File: src/rtl/spi_pkg.sv
// Shared types and default command codes for the SPI command controller.
package spi_pkg;

    localparam logic [7:0] DEF_CMD_READ  = 8'h03;
    localparam logic [7:0] DEF_CMD_WRITE = 8'h02;

    typedef enum logic [2:0] {
        IDLE,
        CMD,
        ADDR,
        WDATA,
        RDATA,
        IGNORE
    } state_t;

    typedef enum logic {
        OP_RD,
        OP_WR
    } op_t;

endpackage

File: src/rtl/spi_byte_rx.sv
// Frames the MOSI bit stream into bytes, MSB first; a partial byte is
// thrown away whenever chip select goes high.
module spi_byte_rx (
    input  logic       clk,
    input  logic       rst,
    input  logic       cs_n,
    input  logic       bit_valid,
    input  logic       mosi,
    output logic [7:0] rx_byte,
    output logic       byte_done
);

    // Only the seven most recent bits need storing: the eighth is the live mosi bit.
    logic [6:0] rx;
    logic [2:0] bit_cnt;

    // Shift in accepted bits; chip select high clears the partial byte and drops any coincident bit.
    always_ff @(posedge clk) begin
        if (rst || cs_n) begin
            rx      <= '0;
            bit_cnt <= '0;
        end else if (bit_valid) begin
            rx      <= {rx[5:0], mosi};
            bit_cnt <= bit_cnt + 3'd1;
        end
    end

    assign rx_byte   = {rx, mosi};
    assign byte_done = bit_valid && !cs_n && (bit_cnt == 3'd7);

endmodule

File: src/rtl/spi_cmd_ctrl.sv
// SPI command decoder: command byte, address byte, then a burst of write
// data or serialised read data against a single-port memory interface.
module spi_cmd_ctrl
    import spi_pkg::*;
#(
    parameter logic [7:0] CMD_READ  = DEF_CMD_READ,
    parameter logic [7:0] CMD_WRITE = DEF_CMD_WRITE,
    parameter int         ADDR_W    = 8
) (
    input  logic              clk,
    input  logic              rst,
    input  logic              cs_n,
    input  logic              bit_valid,
    input  logic              mosi,
    output logic              miso,
    output logic              miso_oe,
    output logic [ADDR_W-1:0] mem_addr,
    output logic [7:0]        mem_wdata,
    output logic              mem_we,
    output logic              mem_re,
    input  logic [7:0]        mem_rdata,
    output logic              busy,
    output logic              cmd_err
);

    state_t     state, state_next;
    op_t        op, op_next;
    logic       armed;
    logic [7:0] tx;
    logic       rdata_pend;
    logic [7:0] rx_byte;
    logic       byte_done;
    logic       addr_load;
    logic       addr_inc;
    logic       we_set;
    logic       re_set;
    logic       err_set;

    spi_byte_rx u_byte_rx (
        .clk       (clk),
        .rst       (rst),
        .cs_n      (cs_n),
        .bit_valid (bit_valid),
        .mosi      (mosi),
        .rx_byte   (rx_byte),
        .byte_done (byte_done)
    );

    // State, operation and re-arm flag; after a reset a new transaction needs cs_n to go high first.
    always_ff @(posedge clk) begin
        if (rst) begin
            state <= IDLE;
            op    <= OP_RD;
            armed <= 1'b0;
        end else begin
            state <= state_next;
            op    <= op_next;
            if (cs_n) begin
                armed <= 1'b1;
            end
        end
    end

    // Next-state decode and the single-cycle requests that the datapath registers.
    always_comb begin
        state_next = state;
        op_next    = op;
        addr_load  = 1'b0;
        addr_inc   = 1'b0;
        we_set     = 1'b0;
        re_set     = 1'b0;
        err_set    = 1'b0;
        if (cs_n) begin
            state_next = IDLE;
        end else begin
            case (state)
                IDLE: begin
                    if (armed) begin
                        state_next = CMD;
                    end
                end
                CMD: begin
                    if (byte_done) begin
                        if (rx_byte == CMD_READ) begin
                            op_next    = OP_RD;
                            state_next = ADDR;
                        end else if (rx_byte == CMD_WRITE) begin
                            op_next    = OP_WR;
                            state_next = ADDR;
                        end else begin
                            err_set    = 1'b1;
                            state_next = IGNORE;
                        end
                    end
                end
                ADDR: begin
                    if (byte_done) begin
                        addr_load = 1'b1;
                        if (op == OP_WR) begin
                            state_next = WDATA;
                        end else begin
                            re_set     = 1'b1;
                            state_next = RDATA;
                        end
                    end
                end
                WDATA: begin
                    if (byte_done) begin
                        we_set = 1'b1;
                    end
                end
                RDATA: begin
                    if (byte_done) begin
                        addr_inc = 1'b1;
                        re_set   = 1'b1;
                    end
                end
                IGNORE: begin
                end
                default: begin
                    state_next = IDLE;
                end
            endcase
        end
    end

    // Strobes, address counter, write data and the read shifter; writes advance the address the cycle after mem_we.
    always_ff @(posedge clk) begin
        if (rst) begin
            mem_we     <= 1'b0;
            mem_re     <= 1'b0;
            cmd_err    <= 1'b0;
            rdata_pend <= 1'b0;
            mem_addr   <= '0;
            mem_wdata  <= '0;
            tx         <= '0;
        end else begin
            mem_we     <= we_set;
            mem_re     <= re_set;
            cmd_err    <= err_set;
            rdata_pend <= mem_re;
            if (we_set) begin
                mem_wdata <= rx_byte;
            end
            if (addr_load) begin
                mem_addr <= ADDR_W'(rx_byte);
            end else if (addr_inc || mem_we) begin
                mem_addr <= mem_addr + ADDR_W'(1);
            end
            if (cs_n) begin
                tx <= '0;
            end else if (state == RDATA && rdata_pend) begin
                tx <= mem_rdata;
            end else if (state == RDATA && bit_valid) begin
                tx <= {tx[6:0], 1'b0};
            end
        end
    end

    assign miso    = (state == RDATA) && tx[7];
    assign miso_oe = (state == RDATA);
    assign busy    = !cs_n && (state != IDLE);

endmodule

File: config.mk
export PLATFORM = sky130hd
export DESIGN_NAME = spi_cmd_ctrl
export DESIGN_NICKNAME = d
export VERILOG_FILES = /design/src/rtl/spi_pkg.sv /design/src/rtl/spi_byte_rx.sv /design/src/rtl/spi_cmd_ctrl.sv
export SDC_FILE = /design/constraint.sdc
export NUM_CORES = 1
export LEC_CHECK = 0
export CAP_MARGIN = 20
export CORE_MARGIN = 4
export CORE_UTILIZATION = 40
export CTS_CLUSTER_DIAMETER = 150
export DETAILED_ROUTE_END_ITERATION = 16
export GPL_TIMING_DRIVEN = 0
export PLACE_DENSITY = 0.66
export SKIP_CTS_REPAIR_TIMING = 1
export SYNTH_ARGS = -nofsm -noshare
export SYNTH_HDL_FRONTEND = slang
export SYNTH_SLANG_ARGS = --single-unit
File: constraint.sdc
create_clock -name clk -period 3.5 [get_ports clk]
set_input_delay 1.05 -clock clk [delete_from_list [all_inputs] [get_ports clk]]
set_output_delay 1.05 -clock clk [all_outputs]
set_load 0.05 [all_outputs]
Word-level counts from Yosys, hierarchy flattened
Index checks and enable logic that the tools add are counted.
Storage, ports and cells
  word-level logic and storage cells: 72
  input bits: 13
  register bits: 43
  output and inout bits: 22
Operators by class
  equality and inequality tests: 11
  $add $sub $neg: 2
  reductions and logical operators: 19
  bitwise logic cells: 4
  mux-type cells: 24
Operators with widths (count)
  $mux W8: 4
  $mux W3: 6
  $eq A8 B2 Y1 const B: 2
  $mux W1: 12
  $pmux W3 S4: 1
  $eq A3 B3 Y1 const B: 3
  $add A8 B1 Y8 const B: 1
  $reduce_and A4 Y1: 2
  $eq A3 B2 Y1 const B: 2
  $logic_and A1 B1 Y1: 6
  $ne A2 B2 Y1 const B: 3
  $reduce_bool A2 Y1: 3
  $reduce_or A5 Y1: 1
  $not A1 Y1: 4
  $add A3 B1 Y3 const B: 1
  $eq A3 B1 Y1 const B: 1
  $logic_not A3 Y1: 1
  $reduce_bool A3 Y1: 1
  $reduce_or A3 Y1: 1
  $logic_or A1 B1 Y1: 2
  $pmux W1 S2: 1
  $reduce_or A2 Y1: 1
  $logic_not A1 Y1: 1

Logic depth before layout (Yosys ltp)
Gate-level depths: netlist of the first run.
  depth in word-level cells: 9
  mapped depth: 8
  gate-level depth less buffers: 6

Modules after synthesis
A second synthesis of the first run with hierarchy kept.
Unflattened totals
  cells, all modules: 240
  area, all modules: 2078.2 um^2
By module, submodules not included
  spi_cmd_ctrl: sequential area each 660.6 um^2, cells an instance 203, area an instance 1670.4 um^2, instances 1
  spi_byte_rx: sequential area each 200.2 um^2, cells an instance 37, area an instance 407.9 um^2, instances 1

Worst setup path after synthesis of the first run
No wires, ideal clock.
  path type: input-to-output
  from: input port cs_n
  to: output port busy
  required time: 2.450 ns
  data arrival time: 1.810 ns
  cell stages on the path: 1
  setup slack: 0.640 ns
  path buffers: 0
  cell sequence: a21oi_1
On the way
  cells in the longest elaborated chain, start to end: 2
RTL lines
  start, declared: line spi_cmd_ctrl.sv:12  | input logic cs_n,
  $logic_not A1 Y1: line spi_cmd_ctrl.sv:162  | assign busy = !cs_n && (state != IDLE);
  $logic_and A1 B1 Y1: line spi_cmd_ctrl.sv:162
  end, declared: line spi_cmd_ctrl.sv:22  | output logic busy,
Every way passes these cells.

Worst setup path in the final report of the first run
Ends and elaborated chain as after synthesis.

==> results of run 1 <==
[power breakdown]
| group | switching (uW) | internal (uW) | leakage (uW) | total, uW |
|---|---|---|---|---|
| logic | 25.2 | 24.9 | 0.000491 | 50.1 |
| clock network | 166 | 140 | 0.0000412 | 305 |
| registers | 2.15 | 492 | 0.000347 | 494 |
[kinds of logic (layout without fill, tap and decap cells)]
group | Yosys count | count (layout) | share of synthesized area
muxes | 25 | 25 | 0.128
adders and majority gates | 3 | 3 | 0.0192
buffers and inverters | 17 | 59 | 0.0474
AOI/OAI and AO/OA | 36 | 36 | 0.132
xor gates and xnor gates | 3 | 3 | 0.0135
DFF | 43 | 43 | 0.441
and+or+nand+nor | 80 | 80 | 0.219
[state kept, by name, summed over array words and instances (netlist names)]
name               flops
mem_re                 1
rdata_pend             1
tx                     8
op                     1
u_byte_rx.rx           7
mem_wdata              8
mem_we                 1
cmd_err                1
u_byte_rx.bit_cnt      3
mem_addr               8
armed                  1
state                  3
[how the worst min path moves through the flow]
stage / end
3_3_place_gp: armed$_SDFFE_PP0P_
5_1_grt: rdata_pend$_SDFF_PP0_
3_5_place_dp: tx[0]$_SDFFE_PP0P_
4_1_cts: tx[0]$_SDFFE_PP0P_
6_report: tx[0]$_SDFFE_PP0P_
2_1_floorplan: armed$_SDFFE_PP0P_
[layout by cell type (no fill, tap or decap), types with 4 or more instances in the layout]
cell                              instances
sky130_fd_sc_hd__a211oi_1                 9
sky130_fd_sc_hd__a311oi_1                 6
sky130_fd_sc_hd__clkbuf_1                 5
sky130_fd_sc_hd__clkbuf_8                 5
sky130_fd_sc_hd__clkdlybuf4s50_1         33
sky130_fd_sc_hd__dfxtp_1                 43
sky130_fd_sc_hd__inv_1                    5
sky130_fd_sc_hd__mux2i_1                 25
sky130_fd_sc_hd__nand2_1                  5
sky130_fd_sc_hd__nand4_1                  4
sky130_fd_sc_hd__nor2_1                  39
sky130_fd_sc_hd__o21ai_0                  7
[layer usage]
metal | wire, um | global-route usage
met3 | 148 | 0.0255
met1 | 2060 | 0.213
met2 | 1860 | 0.211
met5 | 0 | 0
met4 | 44 | 0.0480
[critical path, delay by kind of cell]
family	cells	cell delay [ps]
AO/OA/AOI/OAI	1	140
buffers and inverters	2	900
[area by class of cell]
class                   count  area [um^2]  share of cell area
multi-input cells         147          998               0.405
flip-flops and latches     43          861               0.349
repair buffers             34          343               0.139
well taps                  67         83.8              0.0340
plain buffers              12         73.8              0.0300
clock buffers               6         72.6              0.0295
inverters                   5         18.8             0.00762
clock inverters             2         12.5             0.00508
[per-stage QoR]
step | setup TNS, ps | instance area [um^2] | util | hold WS (ps) | worst slack (ps)
global route | 0 | 2460 | 0.522 | 501 | 295
detailed placement | -40.7 | 2380 | 0.503 | 465 | -40.7
finish | 0 | 2460 | 0.522 | 472 | 363
CTS | -40.9 | 2460 | 0.521 | 477 | -40.9
floorplan | 0 | 1950 | - | 438 | 640
global placement | -33.6 | 2380 | 0.503 | 461 | -33.6
==> results.md, run 1 <==
Synthesis:
- The share of the Yosys chip area taken by registers is 0.441.
- The count of state elements after synthesis is 43.
- The average cell area after synthesis is 9.43 um^2.
- The count of flip-flops with a built-in enable after synthesis is 0.
- The area share of the largest cell type after synthesis is 0.441.
- The leading area contributor after synthesis is sky130_fd_sc_hd__dfxtp_1.
- In the post-synthesis netlist, the cell with the most instances is sky130_fd_sc_hd__dfxtp_1.
- The share of synthesized registers carrying an async set or reset is 0.
- After synthesis, the most frequently instantiated cells are sky130_fd_sc_hd__dfxtp_1, sky130_fd_sc_hd__nor2_1, sky130_fd_sc_hd__mux2i_1.
- By area the synthesized netlist is led by sky130_fd_sc_hd__dfxtp_1, sky130_fd_sc_hd__mux2i_1, sky130_fd_sc_hd__nor2_1.
- The count of unique library cells instantiated by Yosys is 46.
- For this run, the number of Yosys warnings is 0.
- The instance count of the mapped netlist is 207.
- The combined area of all synthesized cells is 0.00195 mm^2.
- The number of nets produced by synthesis is 223.
- The predominant post-synthesis flop cell is sky130_fd_sc_hd__dfxtp_1.

Route:
- The detail route stage leaves a number of antenna-violating nets equal to 0.
- The number of DRC markers in iteration 0 is 92.
- The routed wirelength normalized by instance count is 13.0 um.
- For this run, design rule violations remaining after detail routing come to 0.
- The routed design has 4110 um of wire.
- The detail-routed via count per cell is 5.08.
- The number of search-and-repair iterations in the first detailed-routing pass is 4.
- The overall via count from detail_route is 1605.

Clock network:
- The later pin in the worst-skew pair is clocked with a latency of 290 ps.
- The clock passes through at most 2 buffers.
- Counting the buffers created by CTS gives 5.
- TritonCTS built the clock tree.
- The number of sinks on the clock net is 43.
- The tree is rooted in a sky130_fd_sc_hd__clkbuf_8.
- The number of levels the H-tree was split into is 2.
- The clock transition time at the flip-flop clock pins of the worst setup and hold paths is 80 ps.

Critical path:
- The critical path endpoint category is an output pin.
- The critical path starts at cs_n.
- The largest fanout on the critical path is 5.
- The data arrival time of the worst path is 2090 ps.
- Among all stages on the critical path, the largest delay is contributed by sky130_fd_sc_hd__clkdlybuf4s50_1.
- The critical path data required time is 2450 ps.
- The endpoint of the worst register-to-register path is mem_addr[7]$_SDFFE_PP0P_.
- The length in cells of the worst reg-to-reg path is 6.
- On the worst path, the slowest cell contributes a delay of 460 ps.
- The worst setup path is launched from a primary input.
- The worst flop-to-flop path startpoint is u_byte_rx.bit_cnt[0]$_SDFFE_PP0P_.
- Walking the worst path, the cells encountered are clkdlybuf4s50_1, a21oi_1, dlymetal6s2s_1.
- For flop-to-flop paths, the worst setup slack is 1580 ps.
- The worst setup path category is in -> out.
- The worst setup path endpoint is busy.

Power:
- IR analysis of the VDD net gives a maximum drop of 179 uV.
- Summed over all cells, the static leakage comes to 0.000879 uW.
- Overall power consumption after layout is estimated at 849 uW.
- The power density over the cells is 345 mW/mm^2.

STA:
- The maximum clock rate is 0.319 GHz.
- The relative max-transition margin is 0.529.
- Between clock sinks in the finished design, the worst skew comes to 4.47 ps.
- The actual transition at the worst max-transition pin is 706 ps.
- The count of endpoints failing hold in the final timing report is 0.
- The final-report max-slew violation count is 0.
- In the finished design, the share of the clock period the worst path needs comes to 0.896.
- Setup violations remaining at the end of the flow were counted as 0.
- Setup repair after global routing left no endpoint under its margin.
- The minimum clock period after layout is 3140 ps.

Worst hold path:
- The tightest min-delay check is of the reg -> reg type.
- The beginning of the worst hold path is tx[0]$_SDFFE_PP0P_.
- Along the worst hold path, the cell count comes to 2.

Flow run:
- Max-cap violations in this run came to 0.

Floorplan:
- The number of top-level design ports is 35.
- The initial utilization of the core area, before any placement, comes to 0.413.
- The floorplan step set the die height to 77.9 um.
- The x dimension of the die is 77.9 um.
- The initialized floorplan defines 25 standard-cell rows.
- The floorplan step defined a die boundary enclosing 0.00606 mm^2.
- The area of the core region is 0.00472 mm^2.

Global routing:
- The global-route usage over all layers is 0.145.
- The total overflow reported by the global router is 0.
- The number of antenna violations at the first check in global routing came to 0.
- The global-route wire length before repair is 7160 um.
- The largest net degree at the start of global routing is 14.
- The via count of the first global-routing pass came to 1513.

Cells and area:
- The area growth from synthesis to layout is 26.2%.
- The net count of the finished layout is 264.
- The number of standard cells in the layout, taps in and fillers out is 316.
- The number of antenna diodes in the final layout is 0.
- The filler cell count in the final layout is 451.
- In the final layout, the share of cells above drive strength 1 is 0.0964.

Placement:
- The HPWL reported at the end of detailed placement is 2970 um.
- The weighted congestion at the end of routability-driven global placement is 0.883.
- In this run the tool buffered the top-level ports with 34 buffer cells.
- The cell count after placement is 308.

Status:
- The run finished with clean final reports.
Note: power is estimated with default switching activity, not from simulation.
==> run 2: changes to the inputs <==
CORE_UTILIZATION = 55   (was 40)
PLACE_DENSITY = 0.85   (was 0.66)
==> results.md, run 2 (synthesis gave the netlist of run 1 again) <==
Status:
- The run finished with clean final reports.

Clock network:
- The clock transition time at the flip-flop clock pins of the worst setup and hold paths came to 120 ps (+40 ps).
- The number of sinks on the clock net is 43 (unchanged).
- The tree is rooted in a sky130_fd_sc_hd__clkbuf_4.
- The clock network latency to the later pin of the worst-skew pair is 350 ps (+60 ps).
- TritonCTS built the clock tree.
- The number of levels the H-tree was split into is 2 (unchanged).
- The maximum buffer depth of the clock tree is 2 (unchanged).
- The CTS buffer count came to 5 (unchanged).

Cells and area:
- The post-route core utilization is 0.724 (+0.202).
- The most frequent standard cell in the layout excluding fill and tap cells is sky130_fd_sc_hd__dfxtp_1.
- The share of final-layout standard cells stronger than drive strength 1 came to 0.0964 (unchanged).
- The summed area of non-filler cells in the final layout is 0.00245 mm^2 (-0.41%).
- The final layout net count is 264 (unchanged).
- The filler cell count in the final layout is 253 (-44%).
- The final antenna diode count is 0 (unchanged).
- The total area of multi-input combinational cells is 998 um^2 (unchanged).
- In the layout the commonest cells are sky130_fd_sc_hd__dfxtp_1, sky130_fd_sc_hd__nor2_1, sky130_fd_sc_hd__clkdlybuf4s50_1, sky130_fd_sc_hd__mux2i_1, sky130_fd_sc_hd__a211oi_1.
- The area taken by flip-flops and latches is 861 um^2 (unchanged).
- Compared with the post-synthesis result, the final layout area differs by 25.7%.
- In the final layout, the registers with the most flip-flops are mem_addr x8, mem_wdata x8, tx x8.

STA:
- The setup violation total in the final timing report is 0 (unchanged).
- The clock skew is 8.41 ps (+3.94 ps).
- The final setup slack of the worst path is 310 ps (-52.8 ps).
- Setup repair after global routing left no endpoint under its margin.
- The final-report max-slew violation count is 0 (unchanged).
- The relative max-transition margin came to 0.547 (+0.0182).
- The count of endpoints failing hold in the final timing report is 0 (unchanged).
- The actual transition at the worst max-transition pin is 679 ps (-27.3 ps).
- The period utilization is 0.911 (+0.0151).
- The maximum clock rate is 0.313 GHz (-1.7%).
- The minimum clock period after layout is 3190 ps (+52.8 ps).
- The smallest hold slack is 471 ps (-1.32 ps).

Route:
- The remaining antenna violation count after routing is 0 (unchanged).
- The detail-routed via count per cell was 5.43 (+6.9%).
- The number of search-and-repair iterations in the first detailed-routing pass is 4 (unchanged).
- The final wirelength is 4000 um (-2.6%).
- The overall via count from detail_route is 1602 (-0.19%).
- The number of DRC markers in iteration 0 is 124 (+35%).
- The routed wirelength normalized by instance count is 13.6 um (+4.4%).
- The number of remaining DRC errors is 0 (unchanged).

Placement:
- The HPWL reported at the end of detailed placement is 2850 um (-4.0%).
- The number of I/O port buffers is 34 (unchanged).
- The placed instance area is 0.00235 mm^2 (-1.1%).
- The weighted congestion at the end of routability-driven global placement is 0.832 (-5.8%).
- The post-placement setup slack came to -66.4 ps (-25.7 ps).

Power:
- The power share of the clock group is 0.411 (+0.052).
- The leakage power came to 0.000891 uW (+1.3%).
- The net switching component of the power is 185 uW (-4.1%).
- The power share of the sequential group is 0.534 (-0.048).
- The maximum ir drop on the vdd rail was 311 uV (+74%).
- The internal cell power is 740 uW (+13%).
- The net switching share of the total power is 0.200 (-0.0273).
- The power density over the cells is 377 mW/mm^2 (+9.4%).
- The part of the total power dissipated in combinational logic came to 0.054 (-0.005).

Global routing:
- The total overflow reported by the global router was 0 (unchanged).
- The via count of the first global-routing pass is 1476 (-2.4%).
- The largest net degree at the start of global routing came to 14 (unchanged).
- The number of antenna violations at the first check in global routing is 0 (unchanged).
- The global-route usage over all layers is 0.190 (+0.0456).
- The global-route wire length before repair is 6680 um (-6.7%).

Floorplan:
- The initial standard-cell utilization of the core was 0.576 (+0.163).
- The x dimension of the die is 67.6 um (-13%).
- The chip height is 67.6 um (-13%).
- The area of the core region is 0.00339 mm^2 (-28%).
- The number of cell rows is 21 (-16%).
- The die area was 0.00457 mm^2 (-25%).
- The number of top-level design ports was 35 (unchanged).

Critical path:
- The critical path endpoint category is an output pin.
- The critical path data required time is 2450 ps (about the same).
- The worst setup path category is reg -> out.
- The data arrival time of the worst path was 2140 ps (+50 ps).
- The largest fanout on the critical path is 7 (+2).
- The kind of start point of the critical path is a register.

Flow run:
- The count of max-cap constraint violations is 0 (unchanged).

Worst hold path:
- In this run the worst hold path is classified as reg -> reg.
==> run 2: layout make-up <==
type	instances	share of cell area
Buffer	12	0.0301
Clock buffer	6	0.0168
Clock inverter	2	0.0245
Inverter	5	0.00765
Multi-Input combinational cell	147	0.407
Sequential cell	43	0.351
Tap cell	46	0.0235
Timing Repair Buffer	34	0.140
==> run 2: metrics by stage <==
step | setup TNS (ps) | power [uW] | std cells
after floorplan | 0 | 533 | 207
after global placement | -54.3 | 555 | 287
after detailed placement | -66.4 | 555 | 287
after CTS | -67.0 | 930 | 295
after global routing | 0 | 957 | 295
final | 0 | 925 | 295
==> run 2: power groups by stage <==
stage | sequential (uW) | clock (uW) | combinational [uW]
after global routing | 495 | 408 | 54.3
after floorplan | 505 | 0 | 27.8
after detailed placement | 505 | 0 | 49.7
after global placement | 505 | 0 | 49.3
final | 494 | 381 | 50.1
after CTS | 495 | 385 | 49.9
==> run 2: worst paths after layout <==
check / start / to / slack, ps / cells past startpoint
worst min-delay path: mem_re$_SDFF_PP0_ / rdata_pend$_SDFF_PP0_ / 470 / 1
worst max-delay path: state[2]$_SDFFE_PP0P_ / miso / 310 / 3
worst max register to register: u_byte_rx.bit_cnt[0]$_SDFFE_PP0P_ / mem_addr[7]$_SDFFE_PP0P_ / 1550 / 6
worst min register to register: mem_re$_SDFF_PP0_ / rdata_pend$_SDFF_PP0_ / 470 / 1
==> run 2: per-layer routing <==
layer	up-vias	wire, um	part of all wire	global-route usage
met5	-	0	0	0
met4	0	63	0.016	0.0709
met3	8	148	0.037	0.0416
met2	31	1840	0.46	0.287
met1	741	1960	0.49	0.264
li1	822	-	-	-
==> run 2: worst max-delay path: stages, from the launching register on <==
cell	delay, ps
sky130_fd_sc_hd__dfxtp_1	470
sky130_fd_sc_hd__nor3b_4	340
sky130_fd_sc_hd__and2_2	190
sky130_fd_sc_hd__clkdlybuf4s50_1	790
==> run 3: changes to the inputs <==
CTS_BUF_LIST = sky130_fd_sc_hd__clkbuf_16   (was not set)
PLACE_DENSITY = not set   (was 0.85)
PLACE_DENSITY_LB_ADDON = 0.2   (was not set)
==> results.md, run 3 (synthesis gave the netlist of run 1 again) <==
Status:
- The run finished with clean final reports.

Cells and area:
- The total area of multi-input combinational cells is 998 um^2 (unchanged).
- The summed area of non-filler cells in the final layout was 0.00252 mm^2 (+2.8%).
- In the layout the commonest cells are sky130_fd_sc_hd__dfxtp_1, sky130_fd_sc_hd__nor2_1, sky130_fd_sc_hd__clkdlybuf4s50_1, sky130_fd_sc_hd__mux2i_1, sky130_fd_sc_hd__a211oi_1.
- The share of final-layout standard cells stronger than drive strength 1 is 0.100 (+0.00402).
- The area taken by flip-flops and latches is 861 um^2 (unchanged).
- The filler cell count in the final layout is 257 (+1.6%).
- The final layout net count was 264 (unchanged).
- In the final layout, the registers with the most flip-flops are mem_addr x8, mem_wdata x8, tx x8.
- The final antenna diode count is 0 (unchanged).
- The number of standard cells in the layout, taps in and fillers out is 295 (unchanged).
- Leaving out fill and tap cells, the most frequent cell in the layout is sky130_fd_sc_hd__dfxtp_1.
- The layout overhead on the synthesized area is 29.2%.

Clock network:
- The clock tree from TritonCTS is built.
- The clock network latency to the later pin of the worst-skew pair is 280 ps (-70 ps).
- The clock transition time at the flip-flop clock pins of the worst setup and hold paths is 60 ps (-60 ps).
- The maximum buffer depth of the clock tree is 2 (unchanged).
- The clock root buffer is sky130_fd_sc_hd__clkbuf_16.
- The CTS buffer count came to 5 (unchanged).
- The number of sinks on the clock net is 43 (unchanged).
- The number of levels the H-tree was split into is 2 (unchanged).

STA:
- Setup repair after global routing left no endpoint under its margin.
- The maximum clock rate is 0.316 GHz (+0.74%).
- The relative max-transition margin came to 0.534 (-0.0136).
- The final-report max-slew violation count is 0 (unchanged).
- The smallest hold slack is 481 ps (+10.1 ps).
- The minimum clock period after layout is 3170 ps (-23.3 ps).
- The period utilization is 0.905 (-0.00667).
- The setup total negative slack is 0 ps (unchanged).
- The clock skew is 5.39 ps (-3.01 ps).
- The count of endpoints failing hold in the final timing report was 0 (unchanged).
- The setup violation total in the final timing report came to 0 (unchanged).
- The actual transition at the worst max-transition pin is 699 ps (+20.4 ps).

Critical path:
- The largest fanout on the critical path is 5 (-2).
- The flop-to-flop setup slack was 1530 ps (-20 ps).
- STA classifies the critical path endpoint as an output pin.
- The worst setup path is launched from a primary input.
- The critical path data required time came to 2450 ps (about the same).
- The critical path is of the in -> out type.
- The data arrival time of the worst path is 2120 ps (-20 ps).

Power:
- The part of the total power dissipated in combinational logic is 0.047 (-0.007).
- The net switching component of the power is 217 uW (+17%).
- The maximum ir drop on the vdd rail is 322 uV (+3.5%).
- The internal cell power is 853 uW (+15%).
- The net switching share of the total power was 0.203 (+0.00268).
- The leakage power is 0.000922 uW (+3.5%).
- The overall power after layout is 1070 uW (+16%).
- The power share of the sequential group is 0.462 (-0.072).
- The power share of the clock group is 0.491 (+0.080).
- The power density over the cells is 425 mW/mm^2 (+13%).

Floorplan:
- The area of the core region came to 0.00339 mm^2 (unchanged).
- The x dimension of the die was 67.6 um (unchanged).
- The number of top-level design ports is 35 (unchanged).
- The die area came to 0.00457 mm^2 (unchanged).
- The chip height is 67.6 um (unchanged).
- The number of cell rows is 21 (unchanged).
- The initial standard-cell utilization of the core is 0.576 (unchanged).

Route:
- The detail-routed via count per cell is 5.53 (+1.8%).
- The number of search-and-repair iterations in the first detailed-routing pass is 4 (unchanged).
- The final wirelength is 4220 um (+5.5%).
- The number of DRC markers in iteration 0 is 111 (-10%).
- The number of remaining DRC errors was 0 (unchanged).
- The routed wirelength normalized by instance count was 14.3 um (+5.5%).
- The overall via count from detail_route is 1631 (+1.8%).
- The remaining antenna violation count after routing was 0 (unchanged).

Global routing:
- The via count of the first global-routing pass came to 1574 (+6.6%).
- The total overflow reported by the global router is 0 (unchanged).
- The number of antenna violations at the first check in global routing was 0 (unchanged).
- The global-route usage over all layers is 0.213 (+0.0229).
- The largest net degree at the start of global routing was 15 (+1).
- The global-route wire length before repair came to 7290 um (+9.1%).

Flow run:
- The count of max-cap constraint violations is 0 (unchanged).

Placement:
- The cell count after placement came to 287 (unchanged).
- The placed instance area is 0.00235 mm^2 (unchanged).
- The HPWL reported at the end of detailed placement is 2940 um (+3.0%).
- The number of I/O port buffers came to 34 (unchanged).
- The weighted congestion at the end of routability-driven global placement is 0.820 (-1.4%).

Worst hold path:
- The class of the worst hold path is reg -> reg.
## run 3: cell types whose count changed in the layout (fill, tap and decap cells not counted)
cell,before,now
sky130_fd_sc_hd__clkbuf_16,0,5
sky130_fd_sc_hd__clkbuf_4,5,0
sky130_fd_sc_hd__bufinv_16,2,1
sky130_fd_sc_hd__clkbuf_1,5,4
sky130_fd_sc_hd__clkinv_2,0,1
sky130_fd_sc_hd__clkinv_4,0,1
## run 3: power by group through the flow
stage	sequential [uW]	clock [uW]	combinational (uW)
floorplan	505	0	27.8
global placement	505	0	49.8
detailed placement	505	0	49.9
CTS	495	534	50.5
global route	495	554	55.0
finish	495	525	50.5
## run 3: final timing paths
check                           cells past startpoint                  endpoint                              start
worst max register to register                      7  mem_addr[3]$_SDFFE_PP0P_  u_byte_rx.bit_cnt[0]$_SDFFE_PP0P_
worst min register to register                      2        tx[0]$_SDFFE_PP0P_                 tx[0]$_SDFFE_PP0P_
worst max-delay path                                3                      busy                               cs_n
worst min-delay path                                2        tx[0]$_SDFFE_PP0P_                 tx[0]$_SDFFE_PP0P_
## run 3: worst max-delay path, stage by stage
cell and delay [ps]:
sky130_fd_sc_hd__clkdlybuf4s50_1 490, sky130_fd_sc_hd__a21oi_1 150, sky130_fd_sc_hd__dlymetal6s2s_1 430
## run 3: metrics by stage
step	setup WS, ps	util
finish	333	0.744
global route	310	0.744
CTS	-47.7	0.743
detailed placement	-25.6	0.693
global placement	-25.4	0.693
floorplan	640	-
## run 3: cell type report
cell class,count,share of cell area
plain buffers,12,0.0293
inverters,5,0.00744
clock inverters,3,0.0174
multi-input cells,147,0.396
flip-flops and latches,43,0.341
repair buffers,34,0.136
clock buffers,5,0.0496
well taps,46,0.0228
## run 3: routing by layer
metal  GRT usage  up-vias  share of wire
li1            -      828              -
met1       0.269      748           0.47
met2       0.339       48           0.46
met3      0.0649        7          0.056
met4      0.0810        0          0.012
met5           0        -              0
